File: src/rtl/mem_arb_pkg.sv
// Shared types and constants for the data-memory port arbiter.
package mem_arb_pkg;

    // Width of each grant statistics counter.
    localparam int unsigned STAT_W = 16;

    // Requester index of each core within the core_* port vectors.
    localparam int unsigned REQ_C0 = 0;
    localparam int unsigned REQ_C1 = 1;

    // Tenure grant counter width and its saturation value.
    localparam int unsigned CNT_W = 4;
    localparam logic [CNT_W-1:0] CNT_MAX = 4'hF;

    // Current owner of the memory port.
    typedef enum logic [1:0] {
        OwnIdle = 2'd0,
        OwnLd   = 2'd1,
        OwnC0   = 2'd2,
        OwnC1   = 2'd3
    } own_e;

    // Owner encoding for a core index.
    function automatic own_e core_own(input logic idx);
        return idx ? OwnC1 : OwnC0;
    endfunction

    // Tenure count increment that sticks at CNT_MAX.
    function automatic logic [CNT_W-1:0] cnt_inc(input logic [CNT_W-1:0] c);
        return (c == CNT_MAX) ? c : c + 1'b1;
    endfunction

endpackage

File: src/rtl/mem_arb_sat_cnt.sv
// Saturating event counter with synchronous reset; used for grant statistics.
module mem_arb_sat_cnt
    import mem_arb_pkg::*;
(
    input  logic              clk,
    input  logic              reset,
    input  logic              inc,
    output logic [STAT_W-1:0] count
);

    logic [STAT_W-1:0] count_q;

    // Count enabled events, holding at all-ones once reached.
    always_ff @(posedge clk) begin
        if (reset) begin
            count_q <= '0;
        end else if (inc && (count_q != {STAT_W{1'b1}})) begin
            count_q <= count_q + 1'b1;
        end
    end

    assign count = count_q;

endmodule

File: src/rtl/mem_port_arbiter.sv
// Data-memory port arbiter: loader has absolute priority, the two cores share the
// port round-robin with a bounded burst per tenure. Reads return one cycle after grant.
// Optional grant statistics counters are built when MEM_ARB_STATS_EN is defined.
module mem_port_arbiter
    import mem_arb_pkg::*;
#(
    parameter int unsigned AW    = 32,
    parameter int unsigned DW    = 32,
    parameter int unsigned BURST = 4
) (
    input  logic                clk,
    input  logic                reset,
    input  logic                ld_req,
    input  logic [AW-1:0]       ld_addr,
    input  logic [DW-1:0]       ld_wdata,
    output logic                ld_gnt,
    input  logic [1:0]          core_req,
    input  logic [1:0]          core_we,
    input  logic [2*AW-1:0]     core_addr,
    input  logic [2*DW-1:0]     core_wdata,
    output logic [1:0]          core_gnt,
    output logic [1:0]          core_rvalid,
    output logic [DW-1:0]       rdata,
    output logic                mem_en,
    output logic                mem_we,
    output logic [AW-1:0]       mem_addr,
    output logic [DW-1:0]       mem_wdata,
    input  logic [DW-1:0]       mem_rdata,
    output logic [3*STAT_W-1:0] stat_gnt
);

    localparam logic [CNT_W-1:0] BURST_CNT = CNT_W'(BURST);

    own_e             own_q, own_d;
    logic             last_core_q, last_core_d;
    logic [CNT_W-1:0] cnt_q, cnt_d;
    logic [1:0]       rv_q;

    logic own_is_core;
    logic own_idx;
    logic keep;
    logic win_ld;
    logic win_core;
    logic win_idx;

    // The current owner keeps the port unless its burst is spent and the other core waits.
    assign own_is_core = (own_q == OwnC0) || (own_q == OwnC1);
    assign own_idx     = (own_q == OwnC1);
    assign keep        = own_is_core && core_req[own_idx] &&
                         ((cnt_q < BURST_CNT) || !core_req[~own_idx]);

    // Winner selection and next ownership/tenure state.
    always_comb begin
        own_d       = own_q;
        last_core_d = last_core_q;
        cnt_d       = cnt_q;
        win_ld      = 1'b0;
        win_core    = 1'b0;
        win_idx     = 1'b0;
        if (reset) begin
            // No grants while in reset; state is cleared by the register process.
            own_d = OwnIdle;
        end else if (ld_req) begin
            win_ld = 1'b1;
            cnt_d  = '0;
            own_d  = OwnLd;
        end else begin
            if (keep) begin
                win_core = 1'b1;
                win_idx  = own_idx;
            end else if (|core_req) begin
                win_core = 1'b1;
                win_idx  = (&core_req) ? ~last_core_q : core_req[REQ_C1];
            end
            if (win_core) begin
                if (own_q == core_own(win_idx)) begin
                    cnt_d = cnt_inc(cnt_q);
                end else begin
                    cnt_d = CNT_W'(1);
                    own_d = core_own(win_idx);
                end
                last_core_d = win_idx;
            end else begin
                own_d = OwnIdle;
                cnt_d = '0;
            end
        end
    end

    // Memory-side mux and grant strobes; everything is zero without a winner.
    always_comb begin
        ld_gnt    = win_ld;
        core_gnt  = 2'b00;
        mem_en    = win_ld | win_core;
        mem_we    = 1'b0;
        mem_addr  = '0;
        mem_wdata = '0;
        if (win_ld) begin
            mem_we    = 1'b1;
            mem_addr  = ld_addr;
            mem_wdata = ld_wdata;
        end else if (win_core) begin
            core_gnt[win_idx] = 1'b1;
            mem_we            = core_we[win_idx];
            mem_addr          = win_idx ? core_addr[REQ_C1*AW +: AW]
                                        : core_addr[REQ_C0*AW +: AW];
            mem_wdata         = win_idx ? core_wdata[REQ_C1*DW +: DW]
                                        : core_wdata[REQ_C0*DW +: DW];
        end
    end

    // Arbitration state and read-return pipeline register.
    always_ff @(posedge clk) begin
        if (reset) begin
            own_q       <= OwnIdle;
            last_core_q <= 1'b1;
            cnt_q       <= '0;
            rv_q        <= 2'b00;
        end else begin
            own_q       <= own_d;
            last_core_q <= last_core_d;
            cnt_q       <= cnt_d;
            rv_q        <= core_gnt & ~core_we;
        end
    end

    // A read issued just before reset is dropped rather than returned.
    assign core_rvalid = reset ? 2'b00 : rv_q;
    assign rdata       = mem_rdata;

`ifdef MEM_ARB_STATS_EN
    logic [STAT_W-1:0] stat_ld;
    logic [STAT_W-1:0] stat_c0;
    logic [STAT_W-1:0] stat_c1;

    mem_arb_sat_cnt u_stat_ld (
        .clk   (clk),
        .reset (reset),
        .inc   (ld_gnt),
        .count (stat_ld)
    );

    mem_arb_sat_cnt u_stat_c0 (
        .clk   (clk),
        .reset (reset),
        .inc   (core_gnt[REQ_C0]),
        .count (stat_c0)
    );

    mem_arb_sat_cnt u_stat_c1 (
        .clk   (clk),
        .reset (reset),
        .inc   (core_gnt[REQ_C1]),
        .count (stat_c1)
    );

    assign stat_gnt = {stat_ld, stat_c1, stat_c0};
`else
    assign stat_gnt = '0;
`endif

endmodule

File: config.mk
export PLATFORM = sky130hd
export DESIGN_NAME = mem_port_arbiter
export DESIGN_NICKNAME = d
export VERILOG_FILES = /design/src/rtl/mem_arb_pkg.sv /design/src/rtl/mem_arb_sat_cnt.sv /design/src/rtl/mem_port_arbiter.sv
export SDC_FILE = /design/constraint.sdc
export NUM_CORES = 1
export LEC_CHECK = 0
export ABC_AREA = 1
export CAP_MARGIN = 25
export CORE_AREA = 2 2 150 152
export DETAILED_ROUTE_END_ITERATION = 7
export DIE_AREA = 0 0 152 154
export PLACE_DENSITY = 0.56
export SYNTH_ARGS = -nofsm -noshare
export SYNTH_HDL_FRONTEND = slang
export SYNTH_HIERARCHICAL = 1
export SYNTH_SLANG_ARGS = --single-unit
File: constraint.sdc
create_clock -name clk -period 4.5 [get_ports clk]
set_clock_uncertainty 0.15 [all_clocks]
set_input_delay 0.9 -clock clk [delete_from_list [all_inputs] [get_ports clk]]
set_output_delay 0.9 -clock clk [all_outputs]
set_load 0.01 [all_outputs]
==> impl_metrics.csv <==
group,metric,value,unit
floorplanning,die_area,0.0234,sq mm
route,wl_per_cell,11.8,um
sta,maxSlewViolCount,0,
cts,clkTransAtPathRegs,0.04,ns
floorplanning,pin_count,382,
yosys,synthDistinctLibCells,24,
layout,nFillCells,2422,
worst_setup_path,cp-start-kind,"primary input",
worst_setup_path,max_stage_delay,0.57,ns
sta,fin_crit_sh,0.913,
route,first_iter_violations,140,
worst_setup_path,cp-end-kind,"primary output",
cts,postCtsSetupBuffers,0,
power,peakVddDrop,0.0966,mV
floorplanning,core_area,0.0217,sq mm
hold_path,hold_path.class,"flop to flop",
global_routing,use_met2,0.162,
place,dp_hpwl,9170,um
global_routing,overflow,0,
global_routing,busiest_layer,"met2",
power,powerDensity,134,mW/mm^2
route,postRouteAntennaNets,0,
sta,finalHoldViolCount,0,
route,drt-total-wl,10900,um
worst_setup_path,criticalPathCategory,"primary input to primary output",
route,drc,0,
worst_setup_path,reg2reg_from,"cnt_q[0]$_SDFFE_PP0P_",
route,drt_pass1_iterations,4,
global_routing,grt_max_degree,38,
run,cap_viol_max_count,0,
global_routing,grt_pass1_wl,16200,um
power,p_leak,1.99,nW
sta,fin_crit,4.11,ns
worst_setup_path,crit_fanout,30,
global_routing,antenna_found_initial,0,
layout,multi_input_area,0.00146,sq mm
cts,cts_made_buffers,3,
sta,timing.hold.ws,0.349,ns
cts,worstSkewPairLatency,0.23,ns
run_status,status,"finished clean",
layout,syn2layout_area_growth,116,%
layout,regArea,180,sq um
floorplanning,dieHeight,154,um
place,place_area,0.00482,sq mm
worst_setup_path,path_cells,"clkdlybuf4s50_1 -> o21ai_2 -> nor2_4 -> inv_2 -> nor2_4 -> buf_4 -> nand2_1 -> nand3_1 -> clkdlybuf4s50_1",
global_routing,globalRouteMet1Util,0.0903,
floorplanning,rows,54,
route,via_count,3271,
worst_setup_path,crit_start,"core_req[1]",
layout,final_util,0.226,
global_routing,met3_usage,0.0200,
cts,clockBufferDepth,2,
layout,nets,878,
yosys,syn_inst,419,
sta,clock.fmax,243,MHz
route,drt-vias-per-instance,3.54,
yosys,synth.avg_cell_area,5.40,sq um
worst_setup_path,cp.required,3.45,ns
cts,clock-sinks,9,
layout,drive_gt1_frac,0.0310,
cts,cts_hold_buf,0,
cts,cts-resized-gates,0,
layout,final_cell_area,0.00490,sq mm
sta,setup_viol_count_final,0,
cts,root_buffer,"clkbuf_16",
place,io_buffers,269,
worst_setup_path,cp_data_arrival_time,3.06,ns
yosys,ys_ff_latch,9,
worst_setup_path,cpMaxStageDelayCell,"clkdlybuf4s50_1",
place,gp_congestion,0.737,
worst_setup_path,cp_top_family,"buffers and inverters",
power,total_power,0.000654,W
yosys,ys_warn_count,6,
global_routing,grt_pass1_vias,3302,
sta,tns,0,ns
worst_setup_path,crit_buf_inv,4,
yosys,ys_seq_area_frac,0.0796,
cts,htreeDepth,1,
floorplanning,start_util,0.104,
cts,cts_tree,"yes",
floorplanning,die_x,152,um
sta,rsz0062_at_grt,"false",
yosys,syn-cell-area,0.00226,sq mm
layout,antenna_cells,0,
hold_path,min_from,"last_core_q$_SDFFE_PP1N_",
global_routing,grtUsageTotal,0.0847,
==> power breakdown <==
part | switching (W) | internal, W
clock network | 0.0000373 | 0.000118
logic | 0.000153 | 0.000260
registers | 0.00000193 | 0.0000831
total | 0.000193 | 0.000461
==> state kept, by name, summed over array words and instances (netlist names) <==
signal,flops
rv_q,2
cnt_q,4
own_q,2
last_core_q,1
==> final cells by class <==
class / count / area share
sequential: 9 / 0.0368
multi-input combinational: 344 / 0.298
tap: 280 / 0.0716
clock buffer: 4 / 0.0161
timing repair buffer: 276 / 0.568
inverter: 12 / 0.00920
==> kinds of logic (layout without fill, tap and decap cells) <==
logic type / Yosys count / in the layout / share of synthesized area
other: 1 / 48 / 0.00166
and+or+nand+nor: 287 / 287 / 0.532
DFF: 9 / 9 / 0.0796
adders and majority gates: 1 / 1 / 0.00553
AOI/OAI and AO/OA: 6 / 6 / 0.0149
buffers and inverters: 113 / 292 / 0.357
muxes: 1 / 1 / 0.00497
xor gates and xnor gates: 1 / 1 / 0.00387
==> cells in the final DEF, fill, tap and decap left out <==
master and count:
o21ai_0 2, nor3_1 4, buf_12 3, inv_2 2
clkbuf_16 3, inv_1 10, nand2_2 1, ha_1 1
dfxtp_1 9, nand3_1 71, o21ai_2 1, xor2_1 1
nand4_1 1, a21oi_1 3, clkdlybuf4s50_1 269, nand3_2 1
nand2_4 1, conb_1 48, buf_4 4, clkbuf_1 1
nor2_4 3, mux2_2 1, nor2_1 6, nand2_1 199
==> tightest hold or removal path, stage by stage, from the launching register on <==
cell and delay [ns]:
dfxtp_1 0.33, a21oi_1 0.07, o21ai_0 0.07
==> path summary, 6_finish.rpt <==
check | end | slack [ns] | cells after the start
hold / removal | last_core_q$_SDFFE_PP1N_ | 0.35 | 2
setup / recovery | mem_addr[21] | 0.39 | 9
setup reg to reg | cnt_q[1]$_SDFFE_PP0P_ | 3.12 | 5
hold reg to reg | last_core_q$_SDFFE_PP1N_ | 0.35 | 2
==> cell usage after synthesis <==
master | number | area share
mux2_2 | 1 | 0.0050
o21ai_0 | 2 | 0.0044
nor2_4 | 2 | 0.0099
nand3_2 | 1 | 0.0044
dfxtp_1 | 9 | 0.080
clkbuf_1 | 6 | 0.0099
ha_1 | 1 | 0.0055
buf_6 | 4 | 0.020
inv_2 | 2 | 0.0033
nand2_1 | 199 | 0.33
buf_2 | 5 | 0.011
xor2_1 | 1 | 0.0039
inv_1 | 10 | 0.017
buf_4 | 84 | 0.28
nor3_1 | 4 | 0.0088
nand2_2 | 1 | 0.0028
buf_12 | 2 | 0.018
conb_1 | 1 | 0.0017
nand2_4 | 1 | 0.0050
a21oi_1 | 3 | 0.0066
o21ai_2 | 1 | 0.0039
nand4_1 | 1 | 0.0028
nor2_1 | 7 | 0.012
nand3_1 | 71 | 0.16
==> stage by stage <==
| step | worst slack, ns | instances |
|---|---|---|
| 2_1_floorplan | 1.65 | 466 |
| 3_3_place_gp | 0.423 | 921 |
| 3_5_place_dp | 0.379 | 921 |
| 4_1_cts | 0.370 | 925 |
| 5_1_grt | 0.258 | 925 |
| 6_report | 0.390 | 925 |
==> routing by layer <==
metal	wire length (um)	vias up
li1	-	1636
met1	4080	1405
met2	5510	204
met3	1030	26
met4	291	0
met5	0	-
(Power assumes the default switching activity.)
